**src/rtl/alu181_nibble_seq.sv**
```systemverilog
// Sequencer that runs a 4*NIBBLES-bit operation through one external 4-bit 74181-style ALU, LSB nibble first.
// Optional macro ALU181_SETTLE_EN splits each nibble into DRIVE and SAMPLE cycles for a slow or registered ALU path.
module alu181_nibble_seq #(
    parameter int NIBBLES = 4
) (
    input  logic                 clk,
    input  logic                 rst,
    input  logic                 start,
    input  logic [4*NIBBLES-1:0] op_A,
    input  logic [4*NIBBLES-1:0] op_B,
    input  logic [3:0]           op_S,
    input  logic                 op_M,
    input  logic                 op_CN,
    output logic                 busy,
    output logic                 done,
    output logic [4*NIBBLES-1:0] result,
    output logic                 cout,
    output logic                 zero,
    output logic [3:0]           alu_A,
    output logic [3:0]           alu_B,
    output logic [3:0]           alu_S,
    output logic                 alu_M,
    output logic                 alu_CN,
    input  logic [3:0]           alu_F,
    input  logic                 alu_CN4
);

    localparam int W     = 4 * NIBBLES;
    localparam int IDX_W = (NIBBLES > 1) ? $clog2(NIBBLES) : 1;
    localparam logic [IDX_W-1:0] LAST_IDX = IDX_W'(NIBBLES - 1);
    localparam logic [3:0] S_ADD = 4'b1001;
    localparam logic [3:0] S_SUB = 4'b0110;

    typedef enum logic [1:0] {ST_IDLE, ST_RUN, ST_DONE} state_t;

    state_t           state_q, state_d;
    logic [IDX_W-1:0] idx_q, idx_d;
    logic             carry_q, carry_d;
    logic [W-1:0]     a_q, a_d;
    logic [W-1:0]     b_q, b_d;
    logic [3:0]       s_q, s_d;
    logic             m_q, m_d;
    logic             cn_q, cn_d;
    logic [W-1:0]     result_q, result_d;
    logic             cout_q, cout_d;
    logic             zero_q, zero_d;
    logic             capture;

`ifdef ALU181_SETTLE_EN
    // phase_q=0 is DRIVE, phase_q=1 is SAMPLE; the ALU outputs are captured only on the SAMPLE edge.
    logic phase_q, phase_d;

    always_comb begin
        phase_d = 1'b0;
        if (state_q == ST_RUN) phase_d = ~phase_q;
    end

    always_ff @(posedge clk) begin
        if (rst) phase_q <= 1'b0;
        else     phase_q <= phase_d;
    end

    assign capture = phase_q;
`else
    assign capture = 1'b1;
`endif

    // NOTE: every variable gets its hold value first so no path leaves it unassigned (no latch).
    always_comb begin
        state_d  = state_q;
        idx_d    = idx_q;
        carry_d  = carry_q;
        a_d      = a_q;
        b_d      = b_q;
        s_d      = s_q;
        m_d      = m_q;
        cn_d     = cn_q;
        result_d = result_q;
        cout_d   = cout_q;
        zero_d   = zero_q;

        unique case (state_q)
            ST_IDLE: begin
                if (start) begin
                    a_d     = op_A;
                    b_d     = op_B;
                    s_d     = op_S;
                    m_d     = op_M;
                    cn_d    = op_CN;
                    carry_d = op_CN;
                    idx_d   = '0;
                    state_d = ST_RUN;
                end
            end
            ST_RUN: begin
                if (capture) begin
                    result_d[idx_q*4 +: 4] = alu_F;
                    // Only add and subtract chain; other arithmetic codes restart each nibble from op_CN.
                    if (!m_q) begin
                        if (s_q == S_ADD)      carry_d = ~alu_CN4;
                        else if (s_q == S_SUB) carry_d = alu_CN4;
                        else                   carry_d = cn_q;
                    end
                    if (idx_q == LAST_IDX) begin
                        cout_d  = m_q ? 1'b0 : alu_CN4;
                        zero_d  = (result_d == '0);
                        state_d = ST_DONE;
                    end else begin
                        idx_d = idx_q + 1'b1;
                    end
                end
            end
            ST_DONE: begin
                idx_d   = '0;
                state_d = ST_IDLE;
            end
            default: state_d = ST_IDLE;
        endcase
    end

    // NOTE: sequential state uses non-blocking assignments so all flops update from pre-edge values.
    always_ff @(posedge clk) begin
        if (rst) begin
            state_q  <= ST_IDLE;
            idx_q    <= '0;
            carry_q  <= 1'b1;
            a_q      <= '0;
            b_q      <= '0;
            s_q      <= '0;
            m_q      <= 1'b1;
            cn_q     <= 1'b1;
            result_q <= '0;
            cout_q   <= 1'b0;
            zero_q   <= 1'b0;
        end else begin
            state_q  <= state_d;
            idx_q    <= idx_d;
            carry_q  <= carry_d;
            a_q      <= a_d;
            b_q      <= b_d;
            s_q      <= s_d;
            m_q      <= m_d;
            cn_q     <= cn_d;
            result_q <= result_d;
            cout_q   <= cout_d;
            zero_q   <= zero_d;
        end
    end

    assign busy   = (state_q == ST_RUN);
    assign done   = (state_q == ST_DONE);
    assign result = result_q;
    assign cout   = cout_q;
    assign zero   = zero_q;

    // Outside RUN the ALU bus sits at its reset values.
    always_comb begin
        alu_A  = 4'h0;
        alu_B  = 4'h0;
        alu_S  = 4'h0;
        alu_M  = 1'b1;
        alu_CN = 1'b1;
        if (state_q == ST_RUN) begin
            alu_A  = a_q[idx_q*4 +: 4];
            alu_B  = b_q[idx_q*4 +: 4];
            alu_S  = s_q;
            alu_M  = m_q;
            alu_CN = carry_q;
        end
    end

endmodule

```
**config.mk**
```make
export PLATFORM = sky130hd
export DESIGN_NAME = alu181_nibble_seq
export DESIGN_NICKNAME = d
export VERILOG_FILES = /design/src/rtl/alu181_nibble_seq.sv
export SDC_FILE = /design/constraint.sdc
export NUM_CORES = 1
export LEC_CHECK = 0
export CAP_MARGIN = 20
export CORE_MARGIN = 1
export CORE_UTILIZATION = 40
export CTS_CLUSTER_DIAMETER = 30
export DETAILED_ROUTE_END_ITERATION = 10
export PLACE_DENSITY = 0.72
export SLEW_MARGIN = 20
export SYNTH_ARGS = -nofsm -noshare
export SYNTH_HDL_FRONTEND = slang
export SYNTH_SLANG_ARGS = --single-unit
```
**constraint.sdc**
```tcl
create_clock -name clk -period 2.1 [get_ports clk]
set_clock_uncertainty 0.15 [all_clocks]
set_input_delay 0.315 -clock clk [delete_from_list [all_inputs] [get_ports clk]]
set_output_delay 0.315 -clock clk [all_outputs]
set_load 0.02 [all_outputs]
```
* Word-level counts from Yosys, hierarchy flattened
Index checks and enable logic that the tools add are counted.
Word-level totals: register bits after elaboration 61, output and inout bits 34, word-level logic and storage cells 54
Cells by class: add/sub/neg operators 2, equal/unequal tests 9, shifts and indexed selects 4, muxes and demuxes 18, bitwise logic cells 1, reductions and logical operators 9
Operators with widths (count):
- $neg A4 Y34 | 1
- $shift A4 B34 Y16 const A | 1
- $shiftx A4 B34 Y16 | 1
- $shiftx A16 B5 Y4 | 2
- $bwmux W16 | 1
- $logic_not A16 Y1 | 1
- $mux W4 | 3
- $mux W2 | 4
- $mux W1 | 7
- $ne A2 B2 Y1 const B | 3
- $pmux W2 S3 | 1
- $reduce_and A2 Y1 | 3
- $reduce_and A3 Y1 | 2
- $eq A2 B2 Y1 const B | 2
- $eq A4 B3 Y1 const B | 1
- $eq A4 B4 Y1 const B | 1
- $pmux W2 S2 | 1
- $reduce_bool A3 Y1 | 1
- $add A2 B1 Y2 const B | 1
- $eq A2 B1 Y1 const B | 1
- $logic_not A2 Y1 | 1
- $ne A2 B1 Y1 const B | 1
- $pmux W1 S2 | 1
- $reduce_bool A2 Y1 | 1
- $not A1 Y1 | 1

* Depth between registers and ports, before layout
Gate-level depths: netlist of the first run.
word-level depth 5, depth in mapped cells 8, mapped depth without buffers 6

* Worst setup path after synthesis of the first run
Ideal clock, no wire load.
path type reg2reg, from register idx_q[0], to register result_q[12], in the netlist result[12], setup time 0.065 ns, arrival time 2.074 ns, slack -0.189 ns, stages on the path, launching flop included 9, path buffers 2, period minus slack after synthesis 2.289 ns, cell sequence dfxtp_1 > buf_2 > inv_1 > ha_1 > clkbuf_1 > or3b_2 > nor4_2 > a22oi_1 > nor2_1
Between the ends: cells in the longest elaborated chain, start to end 3
Ends and longest elaborated chain:
- start: declaration | line 37 | logic [IDX_W-1:0] idx_q, idx_d;
- start signal: assignment | line 137 | idx_q <= idx_d;
- $neg A4 Y34 (*) | line 97 | result_d[idx_q*4 +: 4] = alu_F;
- $shiftx A4 B34 Y16 / $shift A4 B34 Y16 (equally long branches) | line 97
- $bwmux W16 (*) | line 97
- end signal: assignment | line 144 | result_q <= result_d;
- end: declaration | line 44 | logic [W-1:0] result_q, result_d;
Mark *: on every way between the ends. The rest lies on a longest branch, timed or not. A chain may end at the register's enable or synchronous reset.

* Worst setup path in the final report of the first run
from register idx_q[0], to output alu_A[2]
Between the ends: cells in the longest elaborated chain, start to end 2
Ends and longest elaborated chain:
- $shiftx A16 B5 Y4 | line 164 | alu_A = a_q[idx_q*4 +: 4];
- $mux W4 | line 163 | if (state_q == ST_RUN) begin
- end: declaration | line 19 | output logic [3:0] alu_A,
No other way between the ends.

==> flow_metrics.tcl, run 1 <==
set metrics [dict create \
    worstSetupPathType "reg2out" \
    fp-row-count 30 \
    crit_required_ps 1630 \
    die_w_um 85.5 \
    yosysTopAreaCell "dfxtp_1" \
    crit_fanout 6 \
    place_ws_ps -45.7 \
    startpoint_type "register" \
    detail-route-antenna-nets 0 \
    hold_viol 0 \
    cts_tree "built" \
    grt_max_degree 57 \
    async_reset_ff_share_pct 0 \
    outcome "finished, violations left" \
    synthCells 335 \
    drt_wl_total_um 7570 \
    gr-total-overflow 0 \
    rrSetupSlack_ps 90 \
    die_y_um 85.5 \
    synth_compound_area_share_pct 16.0 \
    placed_area_mm2 0.00379 \
    p_sw_mw 0.733 \
    min_period_ps 2130 \
    power.leakage_nw 1.59 \
    yosysWarnings 0 \
    grt_pass1_vias 2550 \
    synth_mux_area_share_pct 6.82 \
    reg2reg_depth 8 \
    relSlewSlack_pct 60.7 \
    routed_via_density 5.31 \
    cts_made_buffers 9 \
    initial_core_util_pct 41.3 \
    maxCapViolations 0 \
    syn_area_mm2 0.00279 \
    yosys-top-cells-area "dfxtp_1 (44%), nand2_1 (11%), a21oi_1 (7.5%), mux4_2 (6.5%), a22oi_1 (4.0%)" \
    nNetsFinal 479 \
    dominantRegCellSynth "dfxtp_1" \
    p_per_area_mw_per_mm2 677 \
    synth_top_area_share_pct 43.8 \
    drc 0 \
    drv_slew 0 \
    antennaDiodeCount 0 \
    clkPwrFrac_pct 38.6 \
    clk_pin_slew_ps 70 \
    yosys.area_share.simple_pct 26.3 \
    finalSetupViolCount 5 \
    fmax_ghz 0.469 \
    final_core_util_pct 61.2 \
    synth_most_common_cell "nand2_1" \
    holdPathStages 3 \
    drtIter0Drc 130 \
    synthAdderAreaFrac_pct 2.69 \
    synth_cell_types 43 \
    p_seq_share_pct 44.5 \
    vias 2718 \
    timing.hold.ws_ps 129 \
    synth_common_cells "nand2_1 (85), dfxtp_1 (61), a21oi_1 (42)" \
    synth_top_family_by_area "simple AND/OR/NAND/NOR gates" \
    clkSinkCount 61 \
    combPwrFrac_pct 16.9 \
    grt_use_total_pct 21.7 \
    gp_congestion 0.879 \
    post_drt_wl_per_cell_um 14.8 \
    core_mm2 0.00676 \
    cts.path.max_buffers 2 \
    root_buffer "clkbuf_8" \
    violations "negative setup slack" \
    synth_seq_area_share_pct 43.8 \
    worst_slack_ps -32.8 \
    drtPass1Iterations 7 \
    synthXorXnorAreaFrac_pct 0 \
    antenna_found_initial 0 \
    syn-num-nets 387 \
    drive_gt1_share_pct 18.5 \
    end_kind "primary output" \
    switching_share_pct 26.2 \
    internal-power_mw 2.07 \
    hpwl_um 5100 \
    crit_arrival_ps 1670 \
    cts_hold_buf 0 \
    fin_area_mm2 0.00413 \
    postSynthAreaPerCell_um2 8.33 \
    hold_path.class "in2reg" \
    rsz0062_at_grt "yes" \
    ys_ff_latch 61 \
    clk_latency_ps 350 \
    dieArea_mm2 0.00731 \
    post-route-period-util_pct 102 \
    io_pins 80 \
    portBuffers 79 \
    grt_pass1_wl_um 12200 \
    worstMarginPinSlew_ps 590 \
    htreeDepth 3 \
    synthToLayoutAreaGrowth_pct 48.2 \
    vdd_drop_max_mv 0.377 \
    synth_edf_count 0 \
]
## sequential cells by signal, indices dropped and copies added (netlist names)
| register | count |
|---|---|
| a_q | 16 |
| b_q | 16 |
| carry_q | 1 |
| cn_q | 1 |
| cout | 1 |
| idx_q | 2 |
| m_q | 1 |
| result | 16 |
| s_q | 4 |
| state_q | 2 |
| zero | 1 |
## power by group through the flow
stage / Clock (mW) / Sequential [mW] / Combinational (mW)
after global routing: 1.16 / 1.25 / 0.514
after floorplan: 0 / 1.27 / 0.236
after CTS: 1.10 / 1.25 / 0.450
after detailed placement: 0 / 1.27 / 0.437
final: 1.08 / 1.25 / 0.472
after global placement: 0 / 1.27 / 0.430
## final timing paths
check                               from       end
worst max register to register  idx_q[0]      zero
worst min-delay path                 rst       m_q
worst max-delay path            idx_q[0]  alu_A[2]
worst min register to register    a_q[7]    a_q[7]
## per-layer routing
metal / track usage [%] / part of all wire (%) / vias to the layer above
met4: 10.9 / 1.8 / 0
li1: - / - / 1347
met5: 0 / 0 / -
met1: 27.4 / 46 / 1282
met3: 5.39 / 4.7 / 12
met2: 34.8 / 48 / 77
## metrics by stage
| step | instances | TNS (ps) | total power [mW] |
|---|---|---|---|
| global route | 512 | -405 | 2.93 |
| global placement | 494 | -202 | 1.70 |
| floorplan | 335 | 0 | 1.50 |
| finish | 512 | -73.3 | 2.80 |
| detailed placement | 494 | -318 | 1.71 |
| CTS | 512 | -360 | 2.80 |
## layout make-up
| cell class | instances | area (um^2) |
|---|---|---|
| Clock buffer | 11 | 151 |
| Clock inverter | 5 | 58.8 |
| Fill cell | 601 | 2620 |
| Inverter | 7 | 31.3 |
| Multi-Input combinational cell | 245 | 1540 |
| Sequential cell | 61 | 1220 |
| Tap cell | 80 | 100 |
| Timing Repair Buffer | 103 | 1030 |
## placed cells by master (no fill, tap or decap), types with 10 or more instances in the layout
master	count
nor2_1	25
nand2_1	85
clkdlybuf4s50_1	62
clkbuf_8	11
buf_4	19
buf_6	10
a21oi_1	42
dfxtp_1	60
a22oi_1	15
## worst max-delay path, cell delays in order (launching register included)
cell,delay (ps)
dfxtp_4,380
buf_12,140
mux4_2,510
and2_4,170
buf_6,120
## timing repair
| action | in CTS | in global routing |
|---|---|---|
| resized for setup | 54 | 28 |
| cloned | 1 | 0 |
| hold endpoints to repair | 0 | 0 |
| pin swaps | 0 | 6 |
| setup endpoints to repair | 16 | 16 |
| buffers inserted | 1 | 0 |
## kinds of logic (layout without fill, tap and decap cells)
| group | count (synthesis) | after routing |
|---|---|---|
| AOI/OAI and AO/OA | 73 | 73 |
| adders and majority gates | 6 | 6 |
| buffers and inverters | 29 | 126 |
| DFF | 61 | 61 |
| muxes | 9 | 9 |
| and+or+nand+nor | 157 | 157 |
(Power assumes the default switching activity.)
==> run 2: changes to the inputs <==
--- a/config.mk
+++ b/config.mk
@@ -12,5 +12,4 @@
 export DETAILED_ROUTE_END_ITERATION = 10
 export PLACE_DENSITY = 0.72
-export SLEW_MARGIN = 20
 export SYNTH_ARGS = -nofsm -noshare
 export SYNTH_HDL_FRONTEND = slang
==> constraint.sdc (replaced) <==
create_clock -name clk -period 2.1 [get_ports clk]
set_clock_uncertainty 0.15 [all_clocks]
set_input_delay 0.63 -clock clk [delete_from_list [all_inputs] [get_ports clk]]
set_output_delay 0.63 -clock clk [all_outputs]
set_load 0.02 [all_outputs]
==> run 2 against run 1 <==
  * Combinational power increased by 9.1%
  * Die area unchanged
  * Sequential power about the same
  * Worst setup slack got worse by 260 ps
  * The run still ends with negative setup slack left
  * Clock power decreased by 5%
  * Register-to-register slack got worse by 260 ps
  * Total power decreased by 0.22%
  * Worst hold slack improved by 170 ps
==> flow_metrics.tcl, run 2 (synthesis gave the netlist of run 1 again) <==
set metrics [dict create \
    die_y_um 85.5 \
    outcome "finished, violations left" \
    p_total_mw 2.79 \
    cpMostUsedCell "buf_6" \
    antennaDiodeCount 0 \
    routed_via_density 5.22 \
    final.setup.tns_ps -3380 \
    wl_met3_um 370 \
    root_buffer "clkbuf_8" \
    post_drt_wl_per_cell_um 14.4 \
    fmax_ghz 0.417 \
    end_kind "primary output" \
    violations "negative setup slack" \
    portBuffers 79 \
    cts.path.max_buffers 2 \
    drc 0 \
    clk_pin_slew_ps 60 \
    final_common_cell "nand2_1" \
    dieArea_mm2 0.00731 \
    htreeDepth 3 \
    reg2reg_depth 8 \
    startpoint_type "register" \
    drtPass1Iterations 4 \
    maxUsedRoutingLayer "met4" \
    register_area_mm2 0.00123 \
    p_per_area_mw_per_mm2 655 \
    power.leakage_nw 1.85 \
    fp-row-count 30 \
    vias 2752 \
    nNetsFinal 495 \
    gp_congestion 0.832 \
    rsz0062_at_grt "yes" \
    min_from "b_q[1]" \
    finalSetupViolCount 17 \
    antenna_found_initial 0 \
    grt_pass1_wl_um 12200 \
    crit_fanout 4 \
    io_pins 80 \
    core_mm2 0.00676 \
    crit_arrival_ps 1620 \
    clk_latency_ps 340 \
    placed_area_mm2 0.00395 \
    gr-total-overflow 0 \
    hold_viol 0 \
    maxCapViolations 0 \
    cts_made_buffers 9 \
    drv_slew 0 \
    hpwl_um 5370 \
    die_w_um 85.5 \
    worstMarginPinSlew_ps 565 \
    internal-power_mw 2.10 \
    place_ws_ps -393 \
    initial_core_util_pct 41.3 \
    clkSinkCount 61 \
    switching_share_pct 24.9 \
    met2_wirelength_um 3640 \
    multi_input_area_mm2 0.00153 \
    drt-met1-wl_um 3470 \
    crit_required_ps 1320 \
    critPathMaxStageDelay_ps 490 \
    final.fill_count 590 \
    drtIter0Drc 156 \
    vdd_drop_max_mv 0.390 \
    hold_path.class "reg2reg" \
    grt_use_total_pct 21.4 \
    slowest_stage "mux4_2" \
    fin_area_mm2 0.00427 \
    worst_slack_ps -297 \
    worstSetupPathType "reg2out" \
    grt_max_degree 57 \
    cp-startpoint "idx_q[0]" \
    drt_wl_total_um 7610 \
    clkPwrFrac_pct 36.9 \
    post-route-period-util_pct 114 \
    r2r_start "idx_q[0]" \
    p_seq_share_pct 44.6 \
    p_sw_mw 0.694 \
    min_period_ps 2400 \
    synthToLayoutAreaGrowth_pct 53.0 \
    detail-route-antenna-nets 0 \
    worstPathCellList "buf_6 -> mux4_2 -> and2_4 -> buf_6" \
    relSlewSlack_pct 62.4 \
    holdPathStages 2 \
    cts_tree "built" \
    final_cell_mix "nand2_1 (85), dfxtp_1 (59), clkdlybuf4s50_1 (46)" \
    grt_pass1_vias 2623 \
    drive_gt1_share_pct 22.8 \
    combPwrFrac_pct 18.4 \
]
run 2: through the flow:
| stage | util, % | hold WS, ps | std cells |
|---|---|---|---|
| finish | 63.1 | 301 | 527 |
| global route | 63.1 | 325 | 527 |
| CTS | 61.6 | 303 | 526 |
| detailed placement | 58.5 | 294 | 511 |
| global placement | 58.5 | 291 | 511 |
| floorplan | - | 283 | 335 |
run 2: power by group through the flow:
| stage | Sequential [mW] | Clock, mW | Combinational [mW] |
|---|---|---|---|
| after global routing | 1.25 | 1.10 | 0.559 |
| final | 1.25 | 1.03 | 0.515 |
| after detailed placement | 1.27 | 0 | 0.481 |
| after global placement | 1.27 | 0 | 0.471 |
| after CTS | 1.25 | 1.04 | 0.493 |
| after floorplan | 1.27 | 0 | 0.241 |
run 2: final cells by class:
| class | count | share of cell area, % |
|---|---|---|
| clock buffer | 14 | 3.81 |
| clock inverter | 1 | 0.704 |
| inverter | 7 | 0.733 |
| multi-input combinational | 245 | 36.0 |
| sequential | 61 | 28.7 |
| tap | 80 | 2.35 |
| timing repair buffer | 119 | 27.7 |
run 2: path summary, 6_finish.rpt:
check,end,slack [ps]
worst max-delay path,alu_B[3],-300
worst min register to register,b_q[1],300
worst max register to register,zero,-170
worst min-delay path,b_q[1],300
run 2: worst max-delay path, delay by kind of cell (launching register included):
kind | cells | cell delay, ps
multiplexers | 1 | 490
flip-flops | 1 | 380
buffers and inverters | 2 | 250
AND/OR/NAND/NOR | 1 | 150
run 2: what timing repair did:
item / in CTS / in global routing
hold buffers: 0 / 0
setup buffers: 0 / 0
resized for setup: 95 / 30
gates cloned: 0 / 1
endpoints found under the setup margin: 32 / 40
pin swaps: 8 / 0
run 2: per-layer routing:
metal / vias to the layer above / GRT usage (%)
li1: 1373 / -
met1: 1295 / 28.2
met2: 73 / 34.1
met3: 11 / 4.52
met4: 0 / 9.24
met5: - / 0
==> run 3: changes to the inputs <==
ABC_AREA = 1   (was default)
PLACE_DENSITY = 0.71   (was 0.72)
==> run 3 against run 2 <==
  * The flow still finishes with violations (negative setup slack)
  * Die area rose by 7.3%
  * Cell count rose by 27%
  * Register-to-register slack improved by 300 ps
  * Worst hold slack improved by 32 ps
  * First-iteration DRC count rose by 5.8%
  * Sequential share of layout area fell by 0.11 points
  * Non-clock buffer count fell by 9
  * Synthesized area rose by 7.5%
  * Core utilization fell by 3.9 points
  * Combinational power rose by 62%
  * Largest cell class unchanged
  * Highest routed layer unchanged
==> flow_metrics.tcl, run 3 <==
set metrics [dict create \
    outcome "finished, violations left" \
    violations "negative setup slack" \
    dieArea_mm2 0.00784 \
    yosys.area_share.simple_pct 31.5 \
    antenna_found_initial 0 \
    synth_seq_area_share_pct 40.7 \
    worstPathCellList "buf_6 -> nor2_1 -> nor2_1 -> o21ai_1 -> a21oi_2 -> buf_4" \
    clk_pin_slew_ps 80 \
    dp_cells 647 \
    cts_hold_buf 0 \
    reg2reg_depth 12 \
    p_total_mw 3.23 \
    hold_path.class "reg2reg" \
    gp_congestion 0.836 \
    fmax_ghz 0.454 \
    rrSetupSlack_ps 130 \
    routed_via_density 4.79 \
    end_kind "primary output" \
    worstSetupPathType "reg2out" \
    drt_wl_total_um 8100 \
    final_cell_mix "nor2_1 (150), nand2_1 (61), o21ai_0 (59)" \
    synthAdderAreaFrac_pct 2.50 \
    critPathMaxStageDelay_ps 380 \
    drc 0 \
    post-route-period-util_pct 105 \
    synth_top_area_share_pct 40.7 \
    place_ws_ps -273 \
    io_pins 80 \
    hpwl_um 5760 \
    min_delay_worst_endpoint "cout" \
    vias 3203 \
    grt_use_total_pct 22.6 \
    grt_pass1_vias 3110 \
    final.setup.tns_ps -652 \
    yosys-top-cells-area "dfxtp_1 (41%), nor2_1 (19%), o21ai_0 (12%), nand2_1 (7.6%), inv_1 (5.0%)" \
    startpoint_type "register" \
    rsz0062_at_grt "yes" \
    detail-route-antenna-nets 0 \
    synth_most_common_cell "nor2_1" \
    fp-row-count 31 \
    drtIter0Drc 165 \
    yosysWarnings 0 \
    cts.path.max_buffers 2 \
    synth_edf_count 0 \
    grt_max_degree 41 \
    cts_tree "built" \
    antennaDiodeCount 0 \
    syn-num-nets 518 \
    die_w_um 88.6 \
    crit_fanout 7 \
    grt_pass1_wl_um 13600 \
    crit_arrival_ps 1420 \
    htreeDepth 3 \
    async_reset_ff_share_pct 0 \
    holdPathStages 2 \
    synth_top_family_by_area "simple AND/OR/NAND/NOR gates" \
    slowest_stage "dfxtp_4" \
    nNetsFinal 616 \
    r2r_start "idx_q[1]" \
    syn_area_mm2 0.00300 \
    worst_slack_ps -102 \
    clkSinkCount 61 \
    vdd_drop_max_mv 0.431 \
    hold_viol 0 \
    yosysTopAreaCell "dfxtp_1" \
    synthCells 466 \
    r2r_end "zero" \
    p_per_area_mw_per_mm2 752 \
    synth_common_cells "nor2_1 (153), o21ai_0 (71), dfxtp_1 (61), nand2_1 (61), inv_1 (40)" \
    relSlewSlack_pct 78.5 \
    core_mm2 0.00725 \
    cpMostUsedCell "nor2_1" \
    synth_mux_area_share_pct 0 \
    post_drt_wl_per_cell_um 12.1 \
    initial_core_util_pct 41.3 \
    critPathBufInv 2 \
    clk_latency_ps 350 \
    dominantRegCellSynth "dfxtp_1" \
    crit_required_ps 1320 \
    synth_cell_types 23 \
    final_core_util_pct 59.2 \
    drive_gt1_share_pct 14.9 \
    drtPass1Iterations 4 \
    root_buffer "clkbuf_8" \
    drv_slew 0 \
    min_from "cout" \
    fin_cells 668 \
    critical_path.top_delay_family "flip-flops" \
    ys_ff_latch 61 \
    cts_made_buffers 9 \
    die_y_um 88.6 \
    synthToLayoutAreaGrowth_pct 43.3 \
    final_common_cell "nor2_1" \
    gr-total-overflow 0 \
    worstMarginPinSlew_ps 321 \
    synth_compound_area_share_pct 16.1 \
    synthXorXnorAreaFrac_pct 0 \
    min_period_ps 2200 \
    postSynthAreaPerCell_um2 6.43 \
    power.leakage_nw 2.10 \
    portBuffers 79 \
    finalSetupViolCount 8 \
    maxCapViolations 0 \
]
## run 3: how the worst max path moves through the flow
stage	startpoint	to	slack, ps	cells past startpoint
global placement	idx_q[0]	alu_A[3]	-200	6
CTS	idx_q[0]	alu_B[0]	-130	6
detailed placement	idx_q[0]	alu_A[3]	-270	6
finish	idx_q[0]	alu_A[1]	-100	6
floorplan	idx_q[0]	alu_A[1]	30	6
global route	idx_q[0]	alu_A[1]	-180	6
## run 3: layout make-up
type | instances | area (um^2)
flip-flops and latches | 61 | 1230
fillers | 687 | 2960
well taps | 99 | 124
inverters | 45 | 171
clock buffers | 9 | 124
repair buffers | 110 | 1030
clock inverters | 7 | 76.3
multi-input cells | 337 | 1540
## run 3: cells by family (layout without fill, tap and decap cells)
group                    count (synthesis)  count (layout)
AO/OA/AOI/OAI                           93              93
adder cells (fa/ha/maj)                  6               6
buffers and inverters                   68             171
flip-flops                              61              61
AND/OR/NAND/NOR                        238             238
## run 3: where the power goes
part	switching [mW]	internal [mW]	total, mW
registers	0.0679	1.26	1.33
clock network	0.519	0.551	1.07
logic	0.464	0.372	0.836
## run 3: metrics by stage
step           hold WS, ps  area, um^2
6_report               333        4300
3_5_place_dp           315        4040
3_3_place_gp           306        4040
2_1_floorplan          292        3000
4_1_cts                337        4200
5_1_grt                354        4300
## run 3: metal layers
layer | track usage (%) | routed length (um) | up-vias
li1 | - | - | 1665
met1 | 26.4 | 3640 | 1428
met2 | 39.7 | 3920 | 94
met3 | 3.92 | 369 | 16
met4 | 11.6 | 174 | 0
met5 | 0 | 0 | -
## run 3: repair_timing
action / 4_1_cts / 5_1_grt
cloned: 1 / 0
setup endpoints to repair: 31 / 21
buffers inserted: 0 / 4
gates resized for setup: 98 / 26
pin swaps: 8 / 10
## run 3: worst register-to-register path, cell delays in order (launching register included)
cell and delay [ps]:
dfxtp_4 380, inv_2 90, buf_4 170, ha_4 280, inv_1 70, nor2_1 220
nand3_1 120, nand2_1 90, nor2_1 50, nand2_1 70, nor2_1 50, nand2_1 80
a21oi_2 50
